--- src/rtl/months.sv ---
// Month-of-year counter: steps on done_day rising edges in run mode, edited by ticks in setup mode.
// Month updates one posedge after the sampled event; done_month pulses one cycle on the 12->1 run-mode wrap.
module months (
  input  logic       clk,
  input  logic       rst,
  input  logic       display,
  input  logic       setup_month,
  input  logic       inc_dec_month,
  input  logic       tick,
  input  logic       done_day,
  input  logic [6:0] curr_year,
  output logic [5:0] month,
  output logic [5:0] month_len,
  output logic       done_month
);

  logic       done_day_d;
  logic       tick_d;
  logic       day_evt;
  logic       tick_evt;
  logic [5:0] month_nxt;
  logic       done_month_nxt;
  logic       year_unused;

  assign day_evt     = done_day & ~done_day_d;
  assign tick_evt    = tick & ~tick_d;
  // Only the low two year bits decide leap years.
  assign year_unused = ^curr_year[6:2];

  always_comb begin
    month_nxt      = month;
    done_month_nxt = 1'b0;
    if (month == 6'd0 || month > 6'd12) begin
      month_nxt = 6'd1;
    end else if (!display) begin
      if (day_evt) begin
        if (month == 6'd12) begin
          month_nxt      = 6'd1;
          done_month_nxt = 1'b1;
        end else begin
          month_nxt = month + 6'd1;
        end
      end
    end else if (!setup_month && tick_evt) begin
      if (inc_dec_month)
        month_nxt = (month == 6'd12) ? 6'd1 : month + 6'd1;
      else
        month_nxt = (month == 6'd1) ? 6'd12 : month - 6'd1;
    end
  end

  // Edge-detect history updates every cycle so a level held across a mode change fires only once.
  always_ff @(posedge clk or posedge rst) begin
    if (rst) begin
      month      <= 6'd1;
      done_month <= 1'b0;
      done_day_d <= 1'b0;
      tick_d     <= 1'b0;
    end else begin
      month      <= month_nxt;
      done_month <= done_month_nxt;
      done_day_d <= done_day;
      tick_d     <= tick;
    end
  end

  always_comb begin
    month_len = 6'd30;
    case (month)
      6'd1, 6'd3, 6'd5, 6'd7, 6'd8, 6'd10, 6'd12: month_len = 6'd31;
      6'd2:    month_len = (curr_year[1:0] == 2'b00) ? 6'd29 : 6'd28;
      default: month_len = 6'd30;
    endcase
  end

endmodule

--- config.mk ---
export PLATFORM = sky130hd
export DESIGN_NAME = months
export DESIGN_NICKNAME = d
export VERILOG_FILES = /design/src/rtl/months.sv
export SDC_FILE = /design/constraint.sdc
export NUM_CORES = 1
export LEC_CHECK = 0
export CAP_MARGIN = 20
export CORE_ASPECT_RATIO = 1.1
export CORE_MARGIN = 3
export CORE_UTILIZATION = 38
export CTS_CLUSTER_SIZE = 14
export DETAILED_ROUTE_END_ITERATION = 12
export PLACE_DENSITY = 0.73
export REMOVE_ABC_BUFFERS = 1
export SLEW_MARGIN = 20
export SYNTH_ARGS = -nofsm -noshare
export SYNTH_HDL_FRONTEND = slang
export SYNTH_SLANG_ARGS = --single-unit
--- constraint.sdc ---
create_clock -name clk -period 1.65 [get_ports clk]
set_input_delay 0.4125 -clock clk [delete_from_list [all_inputs] [get_ports clk]]
set_output_delay 0.4125 -clock clk [all_outputs]
set_load 0.005 [all_outputs]
==> impl_metrics.csv <==
group,metric,value,unit
status,outcome,"finished, violations left",
status,failed_checks,"setup timing",
clock_network,htreeDepth,1,
detailed_routing,drt_wl_total,3190,um
worst_setup_path,crit_end,"month_len[1]",
sta,fin_skew,0.00287,ns
clock_network,clkTransAtPathRegs,0.06,ns
worst_setup_path,startpoint,"month[1]",
logic_synthesis,synth_area_leader_cell,"dfrtp_1",
clock_network,ctsHoldBuffers,0,
worst_setup_path,cp_max_fo,4,
worst_setup_path,r2r_cells,7,
clock_network,cts_buffers,3,
sta,period_needed,2.07,ns
cells_and_area,nets,155,
worst_setup_path,crit_slowest_cell,"dfrtp_2",
logic_synthesis,ys_ff_latch,9,
worst_setup_path,path_depth,7,
cells_and_area,diodes,0,
die,core,0.00167,mm^2
logic_synthesis,ys_warn_count,0,
pwr,pwr-share-seq,15.8,%
global_routing,grt-ovfl-total,0,
worst_setup_path,setup.worst_path.class,"reg2out",
logic_synthesis,synthFlopType,"dfrtp_1",
die,die_width,47.5,um
clock_network,worstSkewPairLatency,0.26,ns
cells_and_area,area_growth,88.3,%
placed_design,finalWeightedCongestion,0.858,
sta,hold_ws,0.449,ns
die,die_y,51.6,um
worst_setup_path,reg2reg_from,"month[0]",
detailed_routing,drc,0,
sta,layout_setup_ws,-0.418,ns
detailed_routing,wl_per_cell,21.0,um
die,die-area,0.00245,mm^2
placed_design,post_dp_cell_area,0.00106,mm^2
die,io-pin-count,27,
logic_synthesis,syn_inst,84,
clock_network,clock-sinks,9,
sta,finalSetupViolCount,9,
sta,hold_viol_final,0,
pwr,switching_share,42.8,%
worst_setup_path,r2r_slack,-0.33,ns
global_routing,grt_use_total,23.5,%
clock_network,cts-root-buf,"clkbuf_4",
pwr,clkPwrFrac,7.8,%
flow_run,maxCapViolations,0,
pwr,ir_worst_vdd,889,uV
logic_synthesis,synth_cell_types,36,
logic_synthesis,synthArstFlopShare,100,%
logic_synthesis,avgSynthCellArea,8.56,um^2
pwr,p_int,1.27,mW
logic_synthesis,yosysTopAreaCellShare,27.8,%
logic_synthesis,synth_edf_count,0,
worst_setup_path,critPathMaxStageDelay,0.46,ns
sta,fmax,0.484,GHz
global_routing,grt_pass1_wl,4000,um
clock_network,cts_tree,"done",
worst_setup_path,cp.arrival,1.66,ns
worst_setup_path,critical_path_required,1.24,ns
global_routing,antenna_found_initial,0,
logic_synthesis,netlist_area,719,um^2
sta,fin_crit_sh,125,%
worst_setup_path,crit_family,"buffers and inverters",
worst_setup_path,cpMostUsedCell,"buf_6",
logic_synthesis,yosysSeqAreaShare,31.5,%
worst_setup_path,startpoint_type,"register",
detailed_routing,via_per_inst,5.99,
pwr,p_per_area,1640,mW/mm^2
detailed_routing,dr.first_iter.drc_count,31,
die,fp-row-count,15,
logic_synthesis,yosys-top-cells-area,"dfrtp_1 28%, ha_1 8.7%, a211oi_1 4.2%",
pwr,leakage,0.606,nW
placed_design,dpl.hpwl,1680,um
worst_setup_path,timing.rr.end,"month[0]",
detailed_routing,ant_nets,0,
die,initial_core_util,43.1,%
worst_setup_path,crit_chain,"buf_6 -> buf_6 -> ha_4 -> buf_4 -> nor2_4 -> nand4_1 -> buf_2",
global_routing,first_global_vias,882,
sta,rsz0062_at_grt,"true",
detailed_routing,num_vias,910,
min_path,hold_class,"in2async",
global_routing,grt_max_degree,11,
clock_network,cts_max_path_buffers,2,
pwr,comb_power_share,76.4,%
worst_setup_path,critPathBufInv,4,
worst_setup_path,cp-end-kind,"primary output",
cells_and_area,drive_gt1_share,48.1,%
cells_and_area,finalInstanceArea,0.00136,mm^2
pwr,switching_power,0.950,mW
placed_design,io_buffers,17,
sta,report.final.slew_viol_count,0,
cells_and_area,final_core_util,81.1,%
detailed_routing,first_pass_iters,4,
## power by group through the flow
stage	Clock (mW)	Combinational (mW)	Sequential (mW)
floorplan	0	0.444	0.372
global placement	0	1.04	0.318
detailed placement	0	1.08	0.327
CTS	0.183	1.38	0.337
global route	0.190	1.79	0.355
finish	0.172	1.70	0.350
## layout by cell type, fill, tap and decap left out, types with 3 or more instances in the layout
cell,netlist,layout
a31oi_1,3,3
buf_4,4,30
buf_6,0,7
clkbuf_4,0,3
clkdlybuf4s50_1,0,8
conb_1,2,4
dfrtp_1,8,6
dlygate4sd2_1,0,4
ha_4,0,4
inv_1,5,3
nand2_1,3,3
nand3_1,3,3
nand4_1,3,3
nor2_1,8,7
nor3_1,4,3
## cell type report
cell class / instances / area (um^2)
multi-input combinational: 64 / 606
clock buffer: 4 / 26.3
inverter: 5 / 18.8
timing repair buffer: 53 / 454
fill: 89 / 315
tap: 17 / 21.3
sequential: 9 / 229
## worst min-delay path by stage
stage          slack, ns          to
2_1_floorplan       0.24  done_day_d
4_1_cts             0.43      tick_d
5_1_grt             0.44    month[2]
3_5_place_dp        0.43  done_month
6_report            0.45    month[2]
3_3_place_gp        0.42  done_month
## stage by stage
stage	instances	setup TNS, ns	total power, mW	worst slack, ns
global placement	138	-2.44	1.36	-0.836
global route	152	-2.43	2.33	-0.507
detailed placement	138	-2.83	1.40	-0.869
floorplan	78	-0.528	0.816	-0.181
CTS	148	-1.68	1.90	-0.375
finish	152	-1.93	2.22	-0.418
## cells in the mapped netlist (all sizes together), types with 3 or more instances
cell type  instances
a211oi             4
a2111oi            3
buf                7
ha                 5
nand2              3
nand4              3
nor3               4
inv                5
nand3              3
nor2               8
a31oi              3
dfrtp              8
## metal layers
metal | track usage [%] | up-vias | wire length, um | part of all wire [%]
li1 | - | 408 | - | -
met3 | 5.54 | 8 | 249 | 7.8
met4 | 11.5 | 0 | 76 | 2.4
met1 | 27.5 | 442 | 1250 | 39
met2 | 38.4 | 52 | 1620 | 51
met5 | 0 | - | 0 | 0
## state kept, by name (all words and copies together) (netlist names)
name        flops
done_month      1
done_day_d      1
tick_d          1
month           6
## logic make-up after synthesis
group	after synthesis	synth area share [%]
flip-flops	9	31.5
adder cells (fa/ha/maj)	5	8.70
AO/OA/AOI/OAI	20	20.9
XOR/XNOR	2	2.44
other	2	1.04
buffers and inverters	13	9.39
AND/OR/NAND/NOR	33	26.1
## what timing repair did
action                                 4_1_cts  5_1_grt
pin swaps                                   13        7
setup endpoints to repair                   11       12
resized for setup                           42       14
buffers inserted                             6        4
endpoints found under the hold margin        0        0
Power figures use the tool's default switching activity.
